==> src/rtl/req_gnt_monitor_pkg.sv <==
`default_nettype none
// ============================================================================
//  Module      : req_gnt_pkg
//  Description : Shared types and helpers for the request/grant monitor.
//  Revision    : 1.0 - initial release
// ============================================================================
package req_gnt_pkg;

    // Per-channel handshake state
    typedef enum logic [0:0] {
        IDLE = 1'b0,
        WAIT = 1'b1
    } chan_state_t;

    // Error codes reported on err_type
    typedef enum logic [1:0] {
        OVERLAP  = 2'b00,
        EARLY    = 2'b01,
        LATE     = 2'b10,
        SPURIOUS = 2'b11
    } err_code_t;

    // Population count of up to 16 event bits
    function automatic logic [4:0] popcnt16(input logic [15:0] v);
        logic [4:0] n;
        n = '0;
        for (int i = 0; i < 16; i++) begin
            n = n + {4'b0000, v[i]};
        end
        return n;
    endfunction

endpackage
`default_nettype wire

==> src/rtl/req_gnt_monitor_if.sv <==
`default_nettype none
// ============================================================================
//  Module      : req_gnt_monitor_if
//  Description : Request/grant bus plus monitor status outputs.
//                master drives the handshake, slave is the monitor.
//  Revision    : 1.0 - initial release
// ============================================================================
interface req_gnt_monitor_if #(
    parameter int NCH   = 4,
    parameter int CNT_W = 8
);
    logic               en;
    logic               clr;
    logic [NCH-1:0]     req;
    logic [NCH-1:0]     gnt;
    logic [NCH-1:0]     err;
    logic [2*NCH-1:0]   err_type;
    logic [NCH-1:0]     err_sticky;
    logic [CNT_W-1:0]   pass_cnt;
    logic [CNT_W-1:0]   fail_cnt;

    modport master (
        output en, clr, req, gnt,
        input  err, err_type, err_sticky, pass_cnt, fail_cnt
    );

    modport slave (
        input  en, clr, req, gnt,
        output err, err_type, err_sticky, pass_cnt, fail_cnt
    );
endinterface
`default_nettype wire

==> src/rtl/req_gnt_monitor_chan.sv <==
`default_nettype none
// ============================================================================
//  Module      : req_gnt_chan
//  Description : One request/grant channel checker. Times each accepted
//                request and classifies the grant as pass, EARLY or LATE;
//                also flags grants with no request and overlapping requests.
//  Revision    : 1.0 - initial release
// ============================================================================
module req_gnt_chan
    import req_gnt_pkg::*;
#(
    parameter int MIN_LAT = 3,
    parameter int MAX_LAT = 3
) (
    input  wire logic clk,
    input  wire logic rst,
    input  wire logic i_en,
    input  wire logic i_req,
    input  wire logic i_gnt,
    output logic      o_err,
    output err_code_t o_err_type,
    output logic      o_pass_evt,
    output logic      o_fail_evt
);
    localparam int                 c_LAT_W   = $clog2(MAX_LAT + 1);
    localparam logic [c_LAT_W-1:0] c_MIN_LAT = c_LAT_W'(MIN_LAT);
    localparam logic [c_LAT_W-1:0] c_MAX_LAT = c_LAT_W'(MAX_LAT);
    localparam logic [c_LAT_W-1:0] c_ONE     = c_LAT_W'(1);

    chan_state_t          r_state;
    chan_state_t          w_state_nxt;
    logic [c_LAT_W-1:0]   r_lat;
    logic [c_LAT_W-1:0]   w_lat_nxt;
    logic                 r_err;
    err_code_t            r_err_type;
    logic                 w_pass;
    logic                 w_fail;
    err_code_t            w_code;

    // Next-state, latency and event classification for this edge
    always_comb begin
        w_state_nxt = r_state;
        w_lat_nxt   = r_lat;
        w_pass      = 1'b0;
        w_fail      = 1'b0;
        w_code      = OVERLAP;
        case (r_state)
            IDLE: begin
                // A same-edge request wins over the grant: no SPURIOUS
                if (i_req && i_en) begin
                    w_state_nxt = WAIT;
                    w_lat_nxt   = c_ONE;
                end else if (i_gnt) begin
                    w_fail = 1'b1;
                    w_code = SPURIOUS;
                end
            end
            WAIT: begin
                if (i_gnt) begin
                    if (r_lat < c_MIN_LAT) begin
                        w_fail = 1'b1;
                        w_code = EARLY;
                    end else begin
                        w_pass = 1'b1;
                    end
                    // Back-to-back request restarts timing immediately
                    if (i_req && i_en) begin
                        w_state_nxt = WAIT;
                        w_lat_nxt   = c_ONE;
                    end else begin
                        w_state_nxt = IDLE;
                        w_lat_nxt   = '0;
                    end
                end else if (r_lat == c_MAX_LAT) begin
                    // Timeout takes priority over a coincident overlap
                    w_fail      = 1'b1;
                    w_code      = LATE;
                    w_state_nxt = IDLE;
                    w_lat_nxt   = '0;
                end else begin
                    w_lat_nxt = r_lat + c_ONE;
                    if (i_req) begin
                        w_fail = 1'b1;
                        w_code = OVERLAP;
                    end
                end
            end
            default: begin
                w_state_nxt = IDLE;
                w_lat_nxt   = '0;
            end
        endcase
    end

    // State, latency and registered error pulse
    always_ff @(posedge clk) begin
        if (rst) begin
            r_state    <= IDLE;
            r_lat      <= '0;
            r_err      <= 1'b0;
            r_err_type <= OVERLAP;
        end else begin
            r_state    <= w_state_nxt;
            r_lat      <= w_lat_nxt;
            r_err      <= w_fail;
            r_err_type <= w_code;
        end
    end

    assign o_err      = r_err;
    assign o_err_type = r_err_type;
    assign o_pass_evt = w_pass;
    assign o_fail_evt = w_fail;

endmodule
`default_nettype wire

==> src/rtl/req_gnt_monitor.sv <==
`default_nettype none
// ============================================================================
//  Module      : req_gnt_monitor
//  Description : NCH-channel request/grant latency monitor with sticky
//                error flags and saturating pass/fail totals.
//  Revision    : 1.0 - initial release
// ============================================================================
module req_gnt_monitor
    import req_gnt_pkg::*;
#(
    parameter int NCH     = 4,
    parameter int MIN_LAT = 3,
    parameter int MAX_LAT = 3,
    parameter int CNT_W   = 8
) (
    input wire logic          clk,
    input wire logic          rst,
    req_gnt_monitor_if.slave  bus
);
    // Sum is wide enough for a saturated count plus up to 16 new events
    localparam int               c_SUM_W   = CNT_W + 6;
    localparam logic [c_SUM_W-1:0] c_CNT_MAX = c_SUM_W'({CNT_W{1'b1}});

    logic [NCH-1:0]     w_err;
    logic [2*NCH-1:0]   w_err_type;
    logic [NCH-1:0]     w_pass_evt;
    logic [NCH-1:0]     w_fail_evt;
    logic [4:0]         w_pass_num;
    logic [4:0]         w_fail_num;
    logic [c_SUM_W-1:0] w_pass_sum;
    logic [c_SUM_W-1:0] w_fail_sum;
    logic [CNT_W-1:0]   w_pass_nxt;
    logic [CNT_W-1:0]   w_fail_nxt;
    logic [CNT_W-1:0]   r_pass_cnt;
    logic [CNT_W-1:0]   r_fail_cnt;
    logic [NCH-1:0]     r_sticky;

    for (genvar gi = 0; gi < NCH; gi++) begin : g_chan
        err_code_t w_type;

        req_gnt_chan #(
            .MIN_LAT (MIN_LAT),
            .MAX_LAT (MAX_LAT)
        ) u_chan (
            .clk        (clk),
            .rst        (rst),
            .i_en       (bus.en),
            .i_req      (bus.req[gi]),
            .i_gnt      (bus.gnt[gi]),
            .o_err      (w_err[gi]),
            .o_err_type (w_type),
            .o_pass_evt (w_pass_evt[gi]),
            .o_fail_evt (w_fail_evt[gi])
        );

        assign w_err_type[2*gi +: 2] = w_type;
    end

    // Saturating totals; clear drops the old value but keeps this edge's events
    always_comb begin
        w_pass_num = popcnt16(16'(w_pass_evt));
        w_fail_num = popcnt16(16'(w_fail_evt));
        w_pass_sum = (bus.clr ? '0 : c_SUM_W'(r_pass_cnt)) + c_SUM_W'(w_pass_num);
        w_fail_sum = (bus.clr ? '0 : c_SUM_W'(r_fail_cnt)) + c_SUM_W'(w_fail_num);
        w_pass_nxt = (w_pass_sum > c_CNT_MAX) ? {CNT_W{1'b1}} : w_pass_sum[CNT_W-1:0];
        w_fail_nxt = (w_fail_sum > c_CNT_MAX) ? {CNT_W{1'b1}} : w_fail_sum[CNT_W-1:0];
    end

    // Counter and sticky-flag registers
    always_ff @(posedge clk) begin
        if (rst) begin
            r_pass_cnt <= '0;
            r_fail_cnt <= '0;
            r_sticky   <= '0;
        end else begin
            r_pass_cnt <= w_pass_nxt;
            r_fail_cnt <= w_fail_nxt;
            r_sticky   <= bus.clr ? w_fail_evt : (r_sticky | w_fail_evt);
        end
    end

    assign bus.err        = w_err;
    assign bus.err_type   = w_err_type;
    assign bus.err_sticky = r_sticky;
    assign bus.pass_cnt   = r_pass_cnt;
    assign bus.fail_cnt   = r_fail_cnt;

endmodule
`default_nettype wire

==> src/flat_wrapper.sv <==
// flat-port wrapper written by rule: the top's interface ports become plain ports
module req_gnt_monitor_flat import req_gnt_pkg::*;
#(
    parameter int NCH     = 4,
    parameter int MIN_LAT = 3,
    parameter int MAX_LAT = 3,
    parameter int CNT_W   = 8
)
  (clk, rst, bus_en, bus_clr, bus_req, bus_gnt, bus_err, bus_err_type, bus_err_sticky, bus_pass_cnt, bus_fail_cnt);
  req_gnt_monitor_if #(.NCH(NCH), .CNT_W(CNT_W)) bus_i ();
  input wire logic clk;
  input wire logic rst;
  input wire logic [$bits(bus_i.en)-1:0] bus_en;
  input wire logic [$bits(bus_i.clr)-1:0] bus_clr;
  input wire logic [$bits(bus_i.req)-1:0] bus_req;
  input wire logic [$bits(bus_i.gnt)-1:0] bus_gnt;
  output wire logic [$bits(bus_i.err)-1:0] bus_err;
  output wire logic [$bits(bus_i.err_type)-1:0] bus_err_type;
  output wire logic [$bits(bus_i.err_sticky)-1:0] bus_err_sticky;
  output wire logic [$bits(bus_i.pass_cnt)-1:0] bus_pass_cnt;
  output wire logic [$bits(bus_i.fail_cnt)-1:0] bus_fail_cnt;
  assign bus_i.en = bus_en;
  assign bus_i.clr = bus_clr;
  assign bus_i.req = bus_req;
  assign bus_i.gnt = bus_gnt;
  assign bus_err = bus_i.err;
  assign bus_err_type = bus_i.err_type;
  assign bus_err_sticky = bus_i.err_sticky;
  assign bus_pass_cnt = bus_i.pass_cnt;
  assign bus_fail_cnt = bus_i.fail_cnt;
  req_gnt_monitor #(.NCH(NCH), .MIN_LAT(MIN_LAT), .MAX_LAT(MAX_LAT), .CNT_W(CNT_W)) u_core (.clk(clk), .rst(rst), .bus(bus_i));
endmodule
==> config.mk <==
export PLATFORM = sky130hd
export DESIGN_NAME = req_gnt_monitor_flat
export DESIGN_NICKNAME = d
export VERILOG_FILES = /design/src/rtl/req_gnt_monitor_pkg.sv /design/src/rtl/req_gnt_monitor_if.sv /design/src/rtl/req_gnt_monitor_chan.sv /design/src/rtl/req_gnt_monitor.sv /design/src/flat_wrapper.sv
export SDC_FILE = /design/constraint.sdc
export NUM_CORES = 1
export LEC_CHECK = 0
export BUFFER_PORTS_ARGS = -buffer_cell sky130_fd_sc_hd__buf_4
export CAP_MARGIN = 20
export CORE_MARGIN = 4
export CORE_UTILIZATION = 30
export DETAILED_ROUTE_END_ITERATION = 8
export PLACE_DENSITY = 0.62
export SLEW_MARGIN = 5
export SYNTH_ARGS = -nofsm -noshare
export SYNTH_HDL_FRONTEND = slang
export SYNTH_SLANG_ARGS = --single-unit
export TNS_END_PERCENT = 10
==> constraint.sdc <==
create_clock -name clk -period 3.2 [get_ports clk]
set_input_delay 0.16 -clock clk [delete_from_list [all_inputs] [get_ports clk]]
set_output_delay 0.16 -clock clk [all_outputs]
set_load 0.03 [all_outputs]
==> reports/results.txt, run 1 <==
H-tree Lvls = 2
cell count of the worst reg-to-reg path = 14
CTS tree = done
Layout area overhead = 26.0%
Worst setup EP type = register
post-synth top area share = 38.7%
# rows = 31
die area = 9040 um^2
asr flop ratio synth = 0%
synth unique cells = 49
Max FO, Critical Path = 3
share of post-route cells with drive strength above 1 = 28.4%
Clock Path Buffers = 2
final wirelength = 5.10 mm
fin crit period = 3.03 ns
Max VDD drop = 0.159 mV
largest net degree at the start of global routing = 35
# IOs = 44
CP required = 3.38 ns
Starting Density = 31.2%
antenna cells = 0
net total in the final layout = 334
router iterations before antenna repair = 4
Worst R2R Start = u_core.g_chan[0].u_chan.r_lat[1]$_SDFFE_PP0P_
Synth area leaders = dfxtp_1, ha_1, a21oi_1
most frequent cells in the layout = buf_4, dfxtp_1, a21oi_1, nand2_1, nor2_1
non-filler instance count after layout = 402
P_leak = 1.25 nW
cell area after synthesis = 2270 um^2
# setup viols final = 0
worst-skew pair later-pin latency = 0.29 ns
EDFF count, synth = 0
cts bufs inserted = 5
DRC = 0
Avg Synthesized Cell Area = 8.96 um^2
worst path cell trace = ha_2 > and3_4 > or3_4 > inv_1 > ha_1 > inv_1 > fa_1 > inv_1 > ha_2 > fa_2 > a21o_1 > nand2_2 > xor2_1 > a21oi_1
area of the core = 7290 um^2
power per cell area = 414 nW/um^2
status = finished, final reports clean
wire length per cell = 12.7 um
syn_nets = 286
vias = 1904
Vias per Instance = 4.74
die width = 95.1 um
Yosys top cell by area = dfxtp_1
total chip power = 0.00119 W
RSZ-0062 raised after global routing = true
fmax = 330 MHz
Worst Max-Slew Pin Slew = 0.740 ns
Reg2Reg Capture Point = u_core.bus.fail_cnt[4]$_SDFF_PP0_
Tot GR Track Use = 12.1%
CP arrival = 3.20 ns
Max-cap violations = 0
Clock Sinks = 44
antenna-violating nets left = 0
setup_tns = 0 ns
sequential area share after synthesis = 38.7%
Most used DFF post-synth = dfxtp_1
# placed instances = 393
fin. max-slew vios = 0
Most common cell on crit path = inv_1
Clock Skews = 0.00860 ns
Final GP Congestion = 0.802
vias in the first global route = 1821
first-pass GRT wire length = 8.55 mm
Max stage delay cell, worst path = fa_1
CP max stage delay = 0.53 ns
class of the worst hold path = input port to register
R2R Setup Slk = 0.17 ns
hold buffers post-CTS = 0
Cells after Synth = 254
Synth warnings = 0
final period utilization = 94.6%
total gr overflow = 0
Setup CP Type = register to register
most common cell after layout, fill and taps aside = buf_4
Hold Path Stages = 3
die height = 95.1 um
buffers added on ports = 43
initial drt markers = 58
antenna violations before repair = 0
crit start category = register
slew margin rel. = 49.9%
Worst-path clk slew = 0.08 ns
post-synthesis register bit count = 44
DP HPWL = 3.74 mm
Hold Path Origin = bus_req[3]
Final Hold Viols = 0
Root Buffer = clkbuf_8
Hold Path End = u_core.g_chan[3].u_chan.r_lat[0]$_SDFFE_PP0P_
## worst max-delay path: cells and delay by family (launching register included)
| kind | cells | cell delay [ns] |
|---|---|---|
| AOI/OAI and AO/OA | 2 | 0.28 |
| xor gates and xnor gates | 1 | 0.15 |
| adders and majority gates | 5 | 1.38 |
| buffers and inverters | 3 | 0.16 |
| DFF | 1 | 0.34 |
| and+or+nand+nor | 3 | 0.61 |
## per-stage QoR
| step | hold WS (ns) | instance area, um^2 | setup slack [ns] | util (%) |
|---|---|---|---|---|
| after detailed placement | 0.458 | 2720 | -0.00404 | 37.3 |
| after floorplan | 0.299 | 2270 | 0.113 | - |
| final | 0.163 | 2870 | 0.174 | 39.3 |
| after global placement | 0.451 | 2720 | 0.0171 | 37.3 |
| after CTS | 0.154 | 2820 | 0.00166 | 38.7 |
| after global routing | 0.153 | 2870 | -0.00349 | 39.3 |
## report_power, final
part           total [W]  internal (W)  leakage [nW]  switching (W)
sequential      0.000597      0.000578         0.361      0.0000190
clock           0.000357      0.000176        0.0455       0.000181
combinational   0.000231     0.0000968         0.839       0.000135
## cells by family (layout without fill, tap and decap cells)
logic type	count (synthesis)	after routing	share of synthesized area, %
and+or+nand+nor	89	89	19.7
AOI/OAI and AO/OA	60	60	18.4
DFF	44	44	38.7
buffers and inverters	30	79	6.05
adders and majority gates	20	20	12.3
xor gates and xnor gates	6	6	2.31
muxes	5	5	2.42
## Yosys cell counts (2+ instances only)
| master | number |
|---|---|
| dfxtp_1 | 44 |
| a21oi_1 | 28 |
| nand2_1 | 24 |
| nor2_1 | 23 |
| ha_1 | 16 |
| inv_1 | 16 |
| nand3_1 | 7 |
| nand3b_1 | 7 |
| and2b_1 | 6 |
| clkbuf_1 | 6 |
| nor3_1 | 6 |
| a21oi_2 | 4 |
| buf_4 | 4 |
| fa_1 | 4 |
| o21ai_0 | 4 |
| xor2_1 | 4 |
| a211oi_1 | 3 |
| a21o_1 | 3 |
| and3_1 | 3 |
| nand2b_1 | 3 |
| o2111a_1 | 3 |
| a311oi_1 | 2 |
| buf_2 | 2 |
| mux2_1 | 2 |
| mux2_2 | 2 |
| nor2b_1 | 2 |
| o21a_1 | 2 |
| or3_1 | 2 |
| xnor2_1 | 2 |
## what timing repair did
item	in CTS	in global routing
pin swaps	0	7
setup endpoints to repair	4	16
setup buffers	0	1
gates cloned	0	0
resized for setup	2	15
## layout make-up
class / count / area (um^2)
fill: 780 / 4430
multi-input combinational: 180 / 1300
sequential: 44 / 883
timing repair buffer: 54 / 405
tap: 99 / 124
clock buffer: 8 / 90.1
inverter: 17 / 63.8
## worst max-delay path by stage
stage | end | cells past startpoint | slack (ns) | from
floorplan | u_core.bus.fail_cnt[4]$_SDFF_PP0_ | 14 | 0.11 | u_core.g_chan[0].u_chan.r_lat[0]$_SDFFE_PP0P_
detailed placement | u_core.bus.fail_cnt[5]$_SDFF_PP0_ | 13 | -0.004 | u_core.g_chan[0].u_chan.r_lat[0]$_SDFFE_PP0P_
global route | u_core.bus.pass_cnt[6]$_SDFF_PP0_ | 14 | -0.003 | u_core.g_chan[1].u_chan.r_lat[0]$_SDFFE_PP0P_
global placement | u_core.bus.pass_cnt[4]$_SDFF_PP0_ | 13 | 0.02 | u_core.g_chan[1].u_chan.r_lat[0]$_SDFFE_PP0P_
finish | u_core.bus.fail_cnt[4]$_SDFF_PP0_ | 14 | 0.17 | u_core.g_chan[0].u_chan.r_lat[1]$_SDFFE_PP0P_
CTS | u_core.bus.pass_cnt[4]$_SDFF_PP0_ | 13 | 0.002 | u_core.g_chan[1].u_chan.r_lat[0]$_SDFFE_PP0P_
## state kept, by name, summed over array words and instances, names as in the netlist
name and cells:
u_core.bus.pass_cnt 8, u_core.bus.fail_cnt 8, u_core.g_chan.u_chan.o_err 4, u_core.g_chan.u_chan.r_state 4
u_core.g_chan.u_chan.o_err_type 8, u_core.bus.err_sticky 4, u_core.g_chan.u_chan.r_lat 8
## routing by layer
layer  track usage [%]  up-vias  share of wire (%)
met2              19.8       29                 49
met4              3.97        0               0.78
met1              15.3      893                 47
li1                  -      980                  -
met3              3.24        2                3.6
met5                 0        -                  0
(Power assumes the default switching activity.)
==> run 2: changes to the inputs <==
Settings changed: CORE_UTILIZATION 30 to 49, PLACE_DENSITY 0.62 to 0.87.
==> run 2 against run 1 <==
Effect of this change:
- clock skew down 0.0033 ns
- via count grew 5.0%
- worst hold slack worse by 0.018 ns
- sequential power hardly changed
- clock power grew 1%
- cell count down 11%
- sequential share of layout area up 0.14 points
- core utilization is 26 points higher
==> reports/results.txt, run 2 (synthesized netlist as in run 1, its figures left out) <==
vias = 2000
largest net degree at the start of global routing = 35
total chip power = 0.00121 W
final wirelength = 5.32 mm
die height = 76.1 um
most common cell after layout, fill and taps aside = buf_4
crit start category = register
net total in the final layout = 335
Clock Skews = 0.00534 ns
Vias per Instance = 5.62
Min Hold Slack = 0.145 ns
Clock Path Buffers = 2
Setup CP Type = register to register
Max-cap violations = 0
power per cell area = 422 nW/um^2
worst-skew pair later-pin latency = 0.30 ns
CTS tree = done
Max VDD drop = 0.178 mV
share of post-route cells with drive strength above 1 = 31.9%
die area = 5800 um^2
Clock Sinks = 44
fin crit period = 3.12 ns
# setup viols final = 0
cell count of the worst reg-to-reg path = 13
antenna violations before repair = 0
fin. max-slew vios = 0
P_leak = 1.25 nW
H-tree Lvls = 2
fill cell count = 327
most frequent cells in the layout = buf_4, dfxtp_1, a21oi_1, nand2_1, nor2_1
Worst setup EP type = register
final period utilization = 97.4%
antenna cells = 0
post-layout util = 64.8%
fmax = 321 MHz
router iterations before antenna repair = 4
CP arrival = 3.34 ns
# rows = 24
Final GP Congestion = 0.853
wire length per cell = 14.9 um
Place WS = -0.111 ns
first-pass GRT wire length = 8.70 mm
initial drt markers = 143
CP required = 3.43 ns
buffers added on ports = 43
total gr overflow = 0
Reg area = 886 um^2
die width = 76.1 um
Layout area overhead = 25.7%
vias in the first global route = 1957
Reg2Reg Capture Point = u_core.bus.pass_cnt[4]$_SDFF_PP0_
setup ws final = 0.0839 ns
DP HPWL = 3.59 mm
area of the multi-input gates = 1340 um^2
status = finished, final reports clean
Worst Max-Slew Pin Slew = 0.406 ns
Hold Path Origin = bus_gnt[3]
cts bufs inserted = 5
DRC = 0
R2R Setup Slk = 0.08 ns
Final Hold Viols = 0
# IOs = 44
Tot GR Track Use = 17.9%
hold buffers post-CTS = 0
Root Buffer = clkbuf_8
Worst R2R Start = u_core.g_chan[1].u_chan.r_lat[0]$_SDFFE_PP0P_
Hold Path Stages = 3
Max FO, Critical Path = 6
area of the core = 4410 um^2
class of the worst hold path = input port to register
RSZ-0062 raised after global routing = true
slew margin rel. = 72.9%
Worst-path clk slew = 0.08 ns
Hold Path End = u_core.g_chan[3].u_chan.o_err_type[1]$_SDFF_PP0_
antenna-violating nets left = 0
Starting Density = 51.5%
setup_tns = 0 ns
[run 2: cell types whose count changed in the layout (fill, tap and decap cells not counted), moves of 2 or more]
cell,change
dfxtp_2,+2
clkinv_2,+2
inv_2,+2
dfxtp_1,-2
ha_1,-3
inv_1,-2
ha_2,+2
clkbuf_1,-2
[run 2: worst max-delay path by stage]
stage / from / to / slack [ns] / cells after the start
CTS: u_core.g_chan[0].u_chan.r_lat[0]$_SDFFE_PP0P_ / u_core.bus.fail_cnt[7]$_SDFF_PP0_ / 0.04 / 14
global placement: u_core.g_chan[1].u_chan.r_lat[0]$_SDFFE_PP0P_ / u_core.bus.pass_cnt[4]$_SDFF_PP0_ / -0.01 / 13
finish: u_core.g_chan[1].u_chan.r_lat[0]$_SDFFE_PP0P_ / u_core.bus.pass_cnt[4]$_SDFF_PP0_ / 0.08 / 13
global route: u_core.g_chan[0].u_chan.r_lat[0]$_SDFFE_PP0P_ / u_core.bus.fail_cnt[4]$_SDFF_PP0_ / -0.07 / 15
detailed placement: u_core.g_chan[1].u_chan.r_lat[0]$_SDFFE_PP0P_ / u_core.bus.pass_cnt[4]$_SDFF_PP0_ / -0.11 / 13
floorplan: u_core.g_chan[0].u_chan.r_lat[0]$_SDFFE_PP0P_ / u_core.bus.fail_cnt[4]$_SDFF_PP0_ / 0.11 / 14
[run 2: cell type report]
| type | instances | share of cell area, % |
|---|---|---|
| Tap cell | 52 | 2.27 |
| Timing Repair Buffer | 55 | 14.4 |
| Clock buffer | 6 | 2.89 |
| Sequential cell | 44 | 31.0 |
| Clock inverter | 2 | 0.350 |
| Multi-Input combinational cell | 180 | 46.9 |
| Inverter | 17 | 2.23 |
[run 2: critical path: stages, from the launching register on]
cell	delay [ns]
dfxtp_2	0.34
ha_2	0.19
and3_4	0.19
ha_1	0.30
inv_2	0.06
fa_1	0.40
inv_1	0.07
ha_2	0.18
inv_1	0.07
fa_2	0.38
and2b_2	0.26
o2111ai_4	0.13
or2_4	0.34
o22ai_2	0.14
[run 2: repair_timing]
action | in CTS | in global routing
resized for setup | 4 | 23
endpoints found under the setup margin | 10 | 16
endpoints found under the hold margin | 0 | 0
cloned | 0 | 0
pin swaps | 1 | 12
buffers inserted | 0 | 4
[run 2: stage by stage]
| stage | area, um^2 | cells |
|---|---|---|
| floorplan | 2270 | 254 |
| global placement | 2650 | 344 |
| detailed placement | 2650 | 344 |
| CTS | 2750 | 352 |
| global route | 2860 | 356 |
| finish | 2860 | 356 |
[run 2: where the power goes]
group          switching, W  total [W]  internal, W
registers         0.0000198   0.000598     0.000578
clock network      0.000190   0.000362     0.000172
logic              0.000141   0.000247     0.000105
total              0.000351    0.00121     0.000855
[run 2: metal layers]
layer / up-vias / part of all wire, % / global-route usage [%] / wire length [um]
met5: - / 0 / 0 / 0
met3: 9 / 4.1 / 3.19 / 219
met1: 960 / 42 / 21.0 / 2220
met4: 0 / 2.1 / 9.79 / 111
met2: 57 / 52 / 30.5 / 2780
li1: 974 / - / - / -
